==> config.mk <==
export PLATFORM = sky130hd
export DESIGN_NAME = dds_wave_gen
export DESIGN_NICKNAME = d
export VERILOG_FILES = /design/src/rtl/dds_wave_gen.sv
export SDC_FILE = /design/constraint.sdc
export NUM_CORES = 1
export LEC_CHECK = 0
export CAP_MARGIN = 20
export CORE_UTILIZATION = 30
export CTS_CLUSTER_DIAMETER = 80
export DETAILED_ROUTE_END_ITERATION = 8
export GPL_ROUTABILITY_DRIVEN = 0
export PLACE_DENSITY_LB_ADDON = 0.2
export SLEW_MARGIN = 20
export SYNTH_ARGS = -nofsm -noshare
export SYNTH_HDL_FRONTEND = slang
export SYNTH_SLANG_ARGS = --single-unit
==> constraint.sdc <==
create_clock -name clk -period 2.7 [get_ports clk]
set_input_delay 0.27 -clock clk [delete_from_list [all_inputs] [get_ports clk]]
set_output_delay 0.27 -clock clk [all_outputs]
set_load 0.05 [all_outputs]
==> src/rtl/dds_wave_gen.sv <==
`default_nettype none
// ============================================================================
// Module      : dds_wave_gen
// Description : DDS waveform generator with quarter-wave sine table and
//               4-stage pipeline. Define DDS_WAVE_MODES_EN to add the square,
//               triangle and sawtooth modes.
// Revision    : 1.0 - initial release
// ============================================================================
module dds_wave_gen #(
  parameter int    OUT_WIDTH   = 10,
  parameter int    ADDR_WIDTH  = 7,
  parameter int    PHASE_WIDTH = 16,
  parameter string INIT_FILE   = "sine.txt"
) (
  input  logic                   clk,
  input  logic                   reset,
  input  logic                   enable,
  input  logic [PHASE_WIDTH-1:0] tune,
  input  logic                   phase_load,
  input  logic [PHASE_WIDTH-1:0] phase_in,
  input  logic [1:0]             mode,
  output logic [OUT_WIDTH-1:0]   sample,
  output logic                   sample_valid,
  output logic                   wrap
);

  localparam int                 c_depth = 2 ** ADDR_WIDTH;
  localparam int                 c_mag_w = OUT_WIDTH - 1;
  localparam longint             c_full  = (longint'(1) << (OUT_WIDTH - 1)) - 1;
  localparam logic [OUT_WIDTH-1:0] c_mid = {1'b1, {(OUT_WIDTH-1){1'b0}}};

  // Bhaskara sine approximation, exact at 0 and 90 degrees (entries 0 and depth-1).
  function automatic logic [OUT_WIDTH-2:0] f_sine_mag(input int k);
    longint m, p, den;
    m   = longint'(c_depth - 1);
    p   = longint'(k) * (2 * m - longint'(k));
    den = 5 * m * m - p;
    return c_mag_w'((4 * p * c_full + den / 2) / den);
  endfunction

  function automatic logic [OUT_WIDTH-2:0] f_ramp_mag(input int k);
    return c_mag_w'((longint'(k) * c_full) / longint'(c_depth - 1));
  endfunction

  logic [OUT_WIDTH-2:0] w_rom [c_depth];

  for (genvar k = 0; k < c_depth; k++) begin : g_rom
    if (INIT_FILE == "") begin : g_ramp
      assign w_rom[k] = f_ramp_mag(k);
    end else begin : g_sine
      assign w_rom[k] = f_sine_mag(k);
    end
  end

  // E0: phase accumulator
  logic [PHASE_WIDTH-1:0] acc_q, acc_d;
  logic [PHASE_WIDTH:0]   w_sum;
  logic                   wrap_q, wrap_d;
  logic                   vld0_q, vld1_q, vld2_q;

  always_comb begin
    w_sum  = {1'b0, acc_q} + {1'b0, tune};
    acc_d  = acc_q;
    wrap_d = 1'b0;
    if (phase_load) begin
      acc_d = phase_in;
    end else if (enable) begin
      acc_d  = w_sum[PHASE_WIDTH-1:0];
      wrap_d = w_sum[PHASE_WIDTH];
    end
  end

  // E1: quadrant-mirrored table address
  logic [ADDR_WIDTH-1:0] w_idx, addr1_d, addr1_q;
  logic [1:0]            q1_q, q2_q;
  logic [OUT_WIDTH-2:0]  mag2_q;

  assign w_idx   = acc_q[PHASE_WIDTH-3 -: ADDR_WIDTH];
  assign addr1_d = acc_q[PHASE_WIDTH-2] ? ~w_idx : w_idx;

  always_ff @(posedge clk) begin
    addr1_q <= addr1_d;
    q1_q    <= acc_q[PHASE_WIDTH-1 -: 2];
    mag2_q  <= w_rom[addr1_q];
    q2_q    <= q1_q;
  end

  // E3 output selection
  logic [OUT_WIDTH-1:0] w_sine, sample_d, sample_q;
  logic                 sample_valid_q;

  assign w_sine = q2_q[1] ? {1'b0, ~mag2_q} : {1'b1, mag2_q};

`ifdef DDS_WAVE_MODES_EN
  logic [1:0]         mode1_q, mode2_q;
  logic [OUT_WIDTH:0] ph1_q, ph2_q;

  always_ff @(posedge clk) begin
    mode1_q <= mode;
    ph1_q   <= acc_q[PHASE_WIDTH-1 -: OUT_WIDTH+1];
    mode2_q <= mode1_q;
    ph2_q   <= ph1_q;
  end

  // ph2_q[OUT_WIDTH] is the phase MSB; the bits below it are the triangle ramp.
  always_comb begin
    sample_d = w_sine;
    case (mode2_q)
      2'd1:    sample_d = {OUT_WIDTH{~ph2_q[OUT_WIDTH]}};
      2'd2:    sample_d = ph2_q[OUT_WIDTH] ? ~ph2_q[OUT_WIDTH-1:0] : ph2_q[OUT_WIDTH-1:0];
      2'd3:    sample_d = ph2_q[OUT_WIDTH:1];
      default: sample_d = w_sine;
    endcase
  end
`else
  logic w_unused_mode;
  assign w_unused_mode = ^mode;

  always_comb begin
    sample_d = w_sine;
  end
`endif

  always_ff @(posedge clk) begin
    if (reset) begin
      acc_q          <= '0;
      wrap_q         <= 1'b0;
      vld0_q         <= 1'b0;
      vld1_q         <= 1'b0;
      vld2_q         <= 1'b0;
      sample_q       <= c_mid;
      sample_valid_q <= 1'b0;
    end else begin
      acc_q          <= acc_d;
      wrap_q         <= wrap_d;
      vld0_q         <= enable | phase_load;
      vld1_q         <= vld0_q;
      vld2_q         <= vld1_q;
      sample_valid_q <= vld2_q;
      if (vld2_q) begin
        sample_q <= sample_d;
      end
    end
  end

  assign sample       = sample_q;
  assign sample_valid = sample_valid_q;
  assign wrap         = wrap_q;

endmodule
`default_nettype wire

==> metrics, run 1 <==
worst setup margin=0.323 ns; max-cap violation count=0; post-synthesis area per instance=7.99 um2; critical path data arrival time=2.54 ns; synth warn=0; final hold viol count=0; worst hold endpoint=q2_q[1]; Reg2Reg Launch Point=acc_q[0]; FF-to-FF path depth=8; Clock Latency Late Sink=0.29 ns; vias per cell=5.27; Die H=115 um; synthesized flop and latch total=49; fmax=0.421 GHz; Initial Utilization=31.3%; Pre-antenna DRT Iters=5; Seq/Total Area, Yosys=25.7%; hold_buf cts=0; post-cts sizing count=0; n_diodes=0; Worst Path Buf+Inv=1; Slew headroom=57.6%; antenna violations before repair=0; Startpoint Class=primary input; vias in the first global route=3,278; RR Endpoint=acc_q[12]; antenna-violating nets left=0; net count of the mapped netlist=544; Final period util=88.0%; Filler Cell Count=1,263; fin crit period=2.38 ns; port bufs=47; Synth cell types=64; cell family with most CP delay=compound AO/OA/AOI/OAI gates; largest net degree at the start of global routing=54; Pins Over Slew Limit=0; Clock transition at path regs=0.07 ns; number of synthesized flops with an enable pin=0; top post-synthesis cells by area=dfxtp_1, ha_1, a21oi_1; Max clock buf depth=2; final worst clock skew=0.00330 ns; Worst-Margin Slew=0.635 ns; endpoints failing setup=0; routed vias=3,591; Nets=578; first-pass GRT wire length=16,500 um; GRT Total Usage=15.8%; dpl ws=0.0304 ns; hold path start=q1_q[1]; top_reg_cell synth=dfxtp_1; share of the synthesized area in the top cell type=25.7%; Worst Hold Depth=0; reg2reg setup slack=0.40 ns; WP data required=2.86 ns; Hold Slack=0.327 ns; power density over the cells=647 nW/um2; Starting DRT DRC Count=305; Hold WC Path Type=flip-flop to flip-flop; die area=13,200 um2; area of the mapped netlist=3820 um2; slowest CP cell=fa_1; DRC Markers=0; row count=40; outcome=completed; Synth async-reset ratio=0%; CORE AREA=12,200 um2; Mapped Cells=478; RSZ-0062 raised after global routing=false; Lkg Pwr=1.76 nW; wire per inst=15.0 um; endpoint type of the worst setup path=flip-flop; CTS tree=built; fraction of layout instances using a drive strength above 1=8.19%; io pins=50; area leader, netlist=dfxtp_1; Overflow after GRT=0; critical path cell sequence=clkdlybuf4s50_1 -> ha_1 -> fa_1 -> a21oi_1 -> o211a_1 -> nor3_1 -> o32ai_1 -> xor2_1 -> o221ai_1; Detail Placement HPWL=7360 um; CTS root buffer=clkbuf_16; H-tree levels=2; Max FO, Critical Path=5; Die X=115 um; crit path kind=primary input to flip-flop; Sink Count=49; Area Overhead vs Synth=19.6%; Finished Cell Area=4570 um2; Routed WL=10,200 um; Area after DPL=4420 um2; Max VDD drop=0.246 mV; CTS Buf Count=5; post-CTS setup repair buffer count=0; crit-path max cell delay=0.42 ns
==> cells by family after synthesis <==
family	after synthesis	share of synthesized area (%)
and+or+nand+nor	139	17.5
xor gates and xnor gates	28	6.42
adders and majority gates	28	9.37
DFF	49	25.7
AOI/OAI and AO/OA	166	28.5
muxes	16	5.64
buffers and inverters	52	6.88
==> power by group <==
part	switching [mW]	total, mW	internal, mW
Clock	0.273	0.619	0.346
Combinational	0.765	1.38	0.619
Sequential	0.108	0.953	0.845
==> state kept, by name, indices dropped and copies added (netlist names) <==
signal and flops:
vld0_q 1, sample_valid 1, q2_q 1, vld2_q 1, addr1_q 7, vld1_q 1, acc_q 16, sample 10
mag2_q 9, q1_q 1, wrap 1
==> synthesized netlist by cell type, types with 3 or more instances <==
| cell | n |
|---|---|
| ha_1 | 27 |
| and3_1 | 5 |
| mux4_2 | 4 |
| inv_1 | 12 |
| o211ai_1 | 6 |
| a21boi_0 | 3 |
| buf_2 | 7 |
| a211oi_1 | 23 |
| xor2_1 | 14 |
| mux2_2 | 4 |
| clkbuf_1 | 21 |
| a21oi_1 | 50 |
| nor3_1 | 14 |
| a31oi_1 | 6 |
| o21ai_0 | 32 |
| nand2b_1 | 5 |
| or3_1 | 4 |
| nor2_1 | 49 |
| o21a_1 | 5 |
| nor2b_1 | 11 |
| xnor2_1 | 14 |
| buf_6 | 4 |
| a311oi_1 | 5 |
| nand3_1 | 8 |
| mux2i_1 | 8 |
| nand2_1 | 28 |
| a21o_1 | 4 |
| dfxtp_1 | 49 |
| a221oi_1 | 6 |
| o22ai_1 | 3 |
| nand3b_1 | 3 |
==> how the worst max path moves through the flow <==
stage | from | endpoint | depth (start not counted)
floorplan | addr1_q[1] | mag2_q[0] | 6
global placement | tune[0] | acc_q[12] | 9
detailed placement | tune[0] | acc_q[12] | 9
CTS | tune[0] | acc_q[12] | 9
global route | tune[0] | acc_q[12] | 9
finish | tune[0] | acc_q[12] | 9
==> placed cells by master, fill, tap and decap left out, types with 5 or more instances in the layout <==
master           Yosys  final
xnor2_1             14     14
o211ai_1             6      6
a211oi_1            23     23
buf_4                2     18
clkdlybuf4s50_1      0     47
nor2_1              49     49
dfxtp_1             49     49
a31oi_1              6      6
clkbuf_16            0      5
nand2b_1             5      5
nand2_1             28     28
inv_1               12     12
a21oi_1             50     50
nor3_1              14     14
a221oi_1             6      6
o21a_1               5      5
xor2_1              14     14
mux2i_1              8      8
and3_1               5      5
o21ai_0             32     32
a311oi_1             5      5
ha_1                27     27
nor2b_1             11     11
nand3_1              8      8
==> worst reg2reg max path, delay by kind of cell (launching register included) <==
kind / cells / cell delay [ns]
AOI/OAI and AO/OA: 4 / 0.96
xor gates and xnor gates: 1 / 0.18
adders and majority gates: 2 / 0.63
DFF: 1 / 0.32
and+or+nand+nor: 1 / 0.09
==> layout make-up <==
type	instances	area, um2	area share [%]
inverter	14	52.6	1.15
multi-input combinational	377	2570	56.4
clock inverter	2	13.8	0.301
clock buffer	6	129	2.82
tap	168	210	4.60
sequential	49	981	21.5
timing repair buffer	65	606	13.3
==> through the flow <==
stage	instances	total power, mW	TNS, ns	utilization [%]
floorplan	478	1.98	0	-
global placement	673	2.34	-0.00103	36.2
detailed placement	673	2.34	0	36.2
CTS	681	2.97	0	37.4
global route	681	3.17	0	37.4
finish	681	2.96	0	37.4
==> layer usage <==
| layer | track usage [%] | share of wire, % |
|---|---|---|
| met5 | 0 | 0 |
| met4 | 4.76 | 1.7 |
| met3 | 2.58 | 5.1 |
| met2 | 24.9 | 45 |
| met1 | 22.1 | 48 |
No activity file was read; power rests on OpenSTA's default activity.
==> inputs of run 2 (changes only) <==
- PLACE_DENSITY_LB_ADDON: 0.2 -> 0.15
==> metrics, run 2 (synthesis results as in run 1) <==
outcome=completed (unchanged); first-pass GRT wire length=17,200 um (was 16,500 um); fin crit period=2.36 ns (was 2.38 ns); endpoints failing setup=0 (unchanged); CORE AREA=12,200 um2 (unchanged); Die H=115 um (unchanged); CTS tree=built (unchanged); dpl ws=0.0439 ns (was 0.0304 ns); antenna-violating nets left=0 (unchanged); Max FO, Critical Path=5 (unchanged); placed cells=674 (was 673); port bufs=47 (unchanged); TNS Setup=0 ns (unchanged); GRT Total Usage=16.5% (was 15.8%); Nets=579 (was 578); Worst-Margin Slew=0.643 ns (was 0.635 ns); hold path start=q1_q[1] (unchanged); post-CTS setup repair buffer count=0 (unchanged); Starting DRT DRC Count=178 (was 305); switching portion of total power=37.9% (was 38.8%); Area Overhead vs Synth=20.6% (was 19.6%); final worst clock skew=0.00813 ns (was 0.00330 ns); worst setup margin=0.338 ns (was 0.323 ns); Die X=115 um (unchanged); max FFs per register=16 (unchanged); Largest Register=acc_q (unchanged); Sink Count=49 (unchanged); fin cells=682 (was 681); largest net degree at the start of global routing=54 (unchanged); post-cts sizing count=0 (unchanged); Overflow after GRT=0 (unchanged); power density over the cells=665 nW/um2 (was 647 nW/um2); Pins Over Slew Limit=0 (unchanged); Slew headroom=57.1% (was 57.6%); Hold Slack=0.331 ns (was 0.327 ns); Pre-antenna DRT Iters=4 (was 5); CTS Buf Count=5 (unchanged); most common cell after layout, fill and taps aside=a21oi_1 (unchanged); fraction of layout instances using a drive strength above 1=8.56% (was 8.19%); Detail Placement HPWL=7780 um (was 7360 um); Critical Path Source=tune[0] (unchanged); max-cap violation count=0 (unchanged); Max VDD drop=0.269 mV (was 0.246 mV); RSZ-0062 raised after global routing=false (unchanged); Final period util=87.5% (was 88.0%); DRC Markers=0 (unchanged); most frequent cells in the layout=a21oi_1, nor2_1, dfxtp_1, clkdlybuf4s50_1, o21ai_0 (unchanged); io pins=50 (unchanged); Reg2Reg Launch Point=addr1_q[2] (was acc_q[0]); vias per cell=5.24 (was 5.27); Clock transition at path regs=0.07 ns (about the same); Lkg Pwr=1.77 nW (was 1.76 nW); Startpoint Class=primary input (unchanged); Hold WC Path Type=flip-flop to flip-flop (unchanged); endpoint type of the worst setup path=flip-flop (unchanged); hold_buf cts=0 (unchanged); Max clock buf depth=2 (unchanged); Int Power=1.90 mW (was 1.81 mW); Clk network pwr share=23.7% (was 20.9%); antenna violations before repair=0 (unchanged); Clock Latency Late Sink=0.29 ns (about the same); Flop pwr share=31.7% (was 32.3%); final hold viol count=0 (unchanged); crit path kind=primary input to flip-flop (unchanged); wire per inst=15.3 um (was 15.0 um); Initial Utilization=31.3% (unchanged); vias in the first global route=3,386 (was 3,278); P_sw=1.16 mW (was 1.15 mW); fmax=0.423 GHz (was 0.421 GHz); row count=40 (unchanged); H-tree levels=2 (unchanged); Gate power share=44.6% (was 46.8%); critical path data arrival time=2.53 ns (was 2.54 ns); routed vias=3,575 (was 3,591); n_diodes=0 (unchanged); WP data required=2.86 ns (about the same); total power=3.06 mW (was 2.96 mW); die area=13,200 um2 (unchanged); Routed WL=10,500 um (was 10,200 um); CTS root buffer=clkbuf_16 (unchanged)
[run 2: critical path, stage by stage]
cell	delay, ns
clkdlybuf4s50_1	0.40
ha_1	0.23
fa_1	0.39
a21oi_1	0.24
o211a_1	0.27
nor3_1	0.08
o32ai_1	0.33
xor2_1	0.18
o221ai_1	0.13
[run 2: path summary, 6_finish.rpt]
path,to,slack (ns),cells after the start
worst min-delay path,q2_q[1],0.33,0
worst max-delay path,acc_q[12],0.34,9
worst min register to register,q2_q[1],0.33,0
worst max register to register,mag2_q[1],0.42,8
[run 2: cell type report]
class                           count  area [um2]
Clock buffer                        5         125
Tap cell                          168         210
Timing Repair Buffer               66         613
Clock inverter                      3        46.3
Sequential cell                    49         981
Fill cell                        1290        7610
Inverter                           14        52.6
Multi-Input combinational cell    377        2570
[run 2: power groups by stage]
stage	Sequential, mW	Combinational [mW]	Clock [mW]
after global routing	0.988	1.52	0.780
after CTS	0.972	1.36	0.745
after detailed placement	0.988	1.35	0
after global placement	0.986	1.35	0
after floorplan	0.951	1.03	0
final	0.971	1.36	0.725
[run 2: layer usage]
metal | up-vias | track usage [%] | part of all wire (%)
met5 | - | 0 | 0
met4 | 0 | 5.45 | 2.4
met3 | 17 | 2.85 | 5.5
met2 | 112 | 27.2 | 47
met1 | 1625 | 21.7 | 45
li1 | 1821 | - | -
[run 2: through the flow]
| stage | instance area [um2] | utilization, % |
|---|---|---|
| finish | 4600 | 37.7 |
| global route | 4600 | 37.7 |
| CTS | 4600 | 37.7 |
| detailed placement | 4430 | 36.3 |
| global placement | 4430 | 36.3 |
| floorplan | 3820 | - |
==> variant 1: new RTL, flow settings as in run 1 <==
Set the parameter `PHASE_WIDTH` to 32 (it was 16).
--- a/src/rtl/dds_wave_gen.sv
+++ b/src/rtl/dds_wave_gen.sv
@@ -10,5 +10,5 @@
   parameter int    OUT_WIDTH   = 10,
   parameter int    ADDR_WIDTH  = 7,
-  parameter int    PHASE_WIDTH = 16,
+  parameter int    PHASE_WIDTH = 32,
   parameter string INIT_FILE   = "sine.txt"
 ) (
Interface: changed (resized phase_in and tune); port bits go from 50 to 82. No check against the original RTL was run, so the function may have changed too.
==> variant 1 against run 1 <==
Combinational power grew 43%; synthesized area up 41%; worst setup slack lost 190 ps; final area grew 55%; sequential cell count is 16 higher; via count rose by 58%; total power up 47%; clock skew up 5.3 ps; critical path depth up 1; wire length grew 65%.
==> variant 1: results (changes against run 1) <==
* Router iterations before antenna repair at 5 (unchanged)
* Final hold slack at 329 ps (was 327 ps)
* Port bufs at 79 (was 47)
* Aggregate global-route resource usage at 18.8% (was 15.8%)
* Clock buffer depth at 2 (unchanged)
* Clk_lat worst skew at 350 ps (was 290 ps)
* First-pass GRT wire length at 27.5 mm (was 16.5 mm)
* DRT Wirelength at 16.8 mm (was 10.2 mm)
* Clk_skew at 8.64 ps (was 3.30 ps)
* Worst-path maximum fanout at 3 (was 5)
* Fraction of layout cells with a size suffix above 1 at 13.0% (was 8.19%)
* Hpwl dp at 12.4 mm (was 7.36 mm)
* Max VDD drop at 0.362 mV (was 0.246 mV)
* Vias at 5681 (was 3591)
* Layout fillers at 1790 (was 1263)
* Hold Crit Class: reg2reg (unchanged)
* CTS clk-pin slew, worst paths at 60 ps
* Data arrival time of the worst path at 2810 ps (was 2540 ps)
* Post-synth EDFFs at 0 (unchanged)
* Syn_area_per_cell at 7.72 um^2 (was 7.99 um^2)
* CTS Buf Count at 9 (was 5)
* Min-Delay Endpoint: q2_q[1]$_DFF_P_ (unchanged)
* Syn nets at 814 (was 544)
* H-Tree Depth at 3 (was 2)
* Number of global-route vias before repair at 5438 (was 3278)
* Startpoint Class: flip-flop (was primary input)
* Outcome: finished clean (unchanged)
* Initial drt markers at 536 (was 305)
* Flop2flop setup slack at 130 ps (was 400 ps)
* Nets at 913 (was 578)
* Dpl ws at -449 ps (was 30.4 ps)
* Fraction of registers with async set/reset at 0% (unchanged)
* Yosys cell types at 61 (was 64)
* Worst-Margin Slew at 810 ps (was 635 ps)
* Most frequent cell after synthesis: a21oi_1 (unchanged)
* Max Freq at 389 MHz (was 421 MHz)
* Slowest-stage cell, CP: fa_2 (was fa_1)
* Worst setup path end: acc_q[26]$_SDFFE_PP0P_ (was acc_q[12]$_SDFFE_PP0P_)
* Sequential area share after synthesis at 24.1% (was 25.7%)
* Synth area leaders: dfxtp_1 24%, ha_1 10%, a21oi_1 7.6% (was dfxtp_1 26%, ha_1 8.8%, a21oi_1 6.6%)
* Reg2Reg Launch Point: acc_q[0]$_SDFFE_PP0P_ (unchanged)
* Max reg flops at 32 (was 16)
* Largest Register: acc_q (unchanged)
* P_leak at 2.88 nW (was 1.76 nW)
* Top cells by count, synth: 82 x a21oi_1, 69 x nor2_1, 65 x dfxtp_1, 52 x o21ai_0, 48 x nand2_1 (was 50 x a21oi_1, 49 x dfxtp_1, 49 x nor2_1, 32 x o21ai_0, 28 x nand2_1)
* Largest net degree at the start of global routing at 53 (was 54)
* Psw at 1.64 mW (was 1.15 mW)
* Primary FF master, synth: dfxtp_1 (unchanged)
* Avg WL per Cell at 16.3 um (was 15.0 um)
* R2r worst-path depth at 10 (was 8)
variant 1: per-stage QoR:
| step | cell area, um^2 | util (%) |
|---|---|---|
| 2_1_floorplan | 5400 | - |
| 3_5_place_dp | 6710 | 38.5 |
| 4_1_cts | 7000 | 40.2 |
| 5_1_grt | 7070 | 40.6 |
| 3_3_place_gp | 6710 | 38.5 |
| 6_report | 7070 | 40.6 |
variant 1: kinds of logic after synthesis:
family	share of synthesized area [%]
mux	4.86
xor+xnor	7.13
buf+inv	5.19
compound gates	31.1
flops	24.1
fa+ha+maj	10.3
simple gates	17.3
variant 1: per-layer routing:
layer  vias up  global-route usage (%)  routed length (um)  share of wire [%]
met1      2689                    24.1                7730                 46
met3        24                    3.77                 862                5.1
li1       2778                       -                   -                  -
met2       190                    31.3                7970                 47
met5         -                       0                   0                  0
met4         0                    5.68                 223                1.3
variant 1: area by class of cell:
| cell class | count | area (um^2) | share of cell area [%] |
|---|---|---|---|
| Tap cell | 225 | 282 | 3.98 |
| Sequential cell | 65 | 1300 | 18.4 |
| Timing Repair Buffer | 139 | 1230 | 17.4 |
| Multi-Input combinational cell | 561 | 3880 | 54.9 |
| Inverter | 23 | 86.3 | 1.22 |
| Clock inverter | 2 | 12.5 | 0.177 |
| Clock buffer | 13 | 270 | 3.82 |
variant 1: timing repair:
item / in CTS / in global routing
hold buffers: 0 / 0
gates resized for setup: 3 / 12
endpoints found under the setup margin: 6 / 14
setup buffers: 0 / 2
cloned: 0 / 0
pin swaps: 2 / 10
variant 1: power by group through the flow:
stage	clock network, mW	logic (mW)	registers [mW]
floorplan	0	1.35	1.22
global placement	0	1.91	1.24
detailed placement	0	1.92	1.24
CTS	1.17	1.94	1.22
global route	1.21	2.18	1.24
finish	1.14	1.98	1.22
==> variant 2: new RTL, settings of run 1 <==
Made on the original files. Put one more register stage on the output `wrap`, without a reset. The value now appears one clock later. The other outputs are not delayed to match.
--- a/src/rtl/dds_wave_gen.sv
+++ b/src/rtl/dds_wave_gen.sv
@@ -146,5 +146,7 @@
   assign sample       = sample_q;
   assign sample_valid = sample_valid_q;
-  assign wrap         = wrap_q;
+  always_ff @(posedge clk) begin
+    wrap <= wrap_q;
+  end
 
 endmodule
Check against the original RTL: not equivalent (Yosys sat finds a counterexample within 4 cycles, from zero or initial values and one cycle with reset high).
==> variant 2 against run 1 <==
Wire length up 0.79%; sequential cell count up 1; non-clock buffer count up 1; final area up 1.0%; via count up 1.0%; count of clock-buffer cells in the layout up 1; worst setup slack worse by 7.5 ps; total power up 3.3%; synthesized area up 0.52%; highest routed layer unchanged.
==> variant 2: results (changes against run 1) <==
* Fraction of layout cells with a size suffix above 1 at 8.16% (was 8.19%)
* Placed inst area at 0.00445 mm^2 (was 0.00442 mm^2)
* Sequential area share after synthesis at 26.1% (was 25.7%)
* Slew margin rel. at 55.4% (was 57.6%)
* Outcome: finished clean (unchanged)
* Syn nets at 545 (was 544)
* P_leak at 1.78 nW (was 1.76 nW)
* Number of global-route vias before repair at 3358 (was 3278)
* Nets at 580 (was 578)
* First-pass GRT wire length at 17.1 mm (was 16.5 mm)
* Combinational fraction of design power at 45.6% (was 46.8%)
* Hpwl dp at 7.72 mm (was 7.36 mm)
* Internal power at 1.92 mW (was 1.81 mW)
* Max VDD drop at 0.266 mV (was 0.246 mV)
* Top cells by count, synth: 50 x a21oi_1, 50 x dfxtp_1, 49 x nor2_1, 32 x o21ai_0, 28 x nand2_1 (was 50 x a21oi_1, 49 x dfxtp_1, 49 x nor2_1, 32 x o21ai_0, 28 x nand2_1)
* R2r worst-path depth at 7 (was 8)
* Dpl ws at 26.1 ps (was 30.4 ps)
* Met1 GRT Util at 22.9% (was 22.1%)
* Synth area leaders: dfxtp_1 26%, ha_1 8.8%, a21oi_1 6.5% (was dfxtp_1 26%, ha_1 8.8%, a21oi_1 6.6%)
* Final hold slack at 326 ps (was 327 ps)
* DRT Wirelength at 10.3 mm (was 10.2 mm)
* Seq pwr at 0.967 mW (was 0.953 mW)
* Vias at 3627 (was 3591)
* Grt met2 use at 25.1% (was 24.9%)
* Max Freq at 419 MHz (was 421 MHz)
* GR Util met3 at 2.42% (was 2.58%)
* Reg2Reg Launch Point: acc_q[8]$_SDFFE_PP0P_ (was acc_q[0]$_SDFFE_PP0P_)
-- variant 2: cell families (layout without fill, tap and decap cells) --
logic type	after synthesis	in the layout	share of synthesized area (%)
DFF	50	50	26.1
adders and majority gates	28	28	9.32
and+or+nand+nor	139	139	17.4
buffers and inverters	52	88	6.85
muxes	16	16	5.61
xor gates and xnor gates	28	28	6.39
AOI/OAI and AO/OA	166	166	28.3
-- variant 2: final cells by class --
cell class	count	area (um^2)
Clock buffer	7	133
Sequential cell	50	1000
Timing Repair Buffer	66	613
Fill cell	1263	7650
Clock inverter	1	30.0
Multi-Input combinational cell	377	2570
Inverter	14	52.6
Tap cell	168	210
-- variant 2: how the worst max path moves through the flow --
stage	end
2_1_floorplan	mag2_q[0]$_DFF_P_
3_3_place_gp	acc_q[12]$_SDFFE_PP0P_
3_5_place_dp	acc_q[12]$_SDFFE_PP0P_
4_1_cts	acc_q[12]$_SDFFE_PP0P_
5_1_grt	acc_q[12]$_SDFFE_PP0P_
6_report	acc_q[12]$_SDFFE_PP0P_
-- variant 2: metal layers --
metal,up-vias,routed length [um],part of all wire [%]
li1,1820,-,-
met1,1693,5040,49
met2,96,4650,45
met3,18,417,4.1
met4,0,176,1.7
met5,-,0,0
-- variant 2: worst reg2reg max path: cells and delay by family, from the launching register on --
| kind | cells | cell delay (ps) |
|---|---|---|
| compound gates | 5 | 1200 |
| flops | 1 | 420 |
| fa+ha+maj | 1 | 330 |
| xor+xnor | 1 | 240 |
-- variant 2: stage by stage --
step	instances	power (mW)	utilization [%]
CTS	683	3.06	37.6
floorplan	479	2.00	-
detailed placement	675	2.37	36.3
global placement	675	2.35	36.3
global route	683	3.27	37.6
finish	683	3.05	37.6
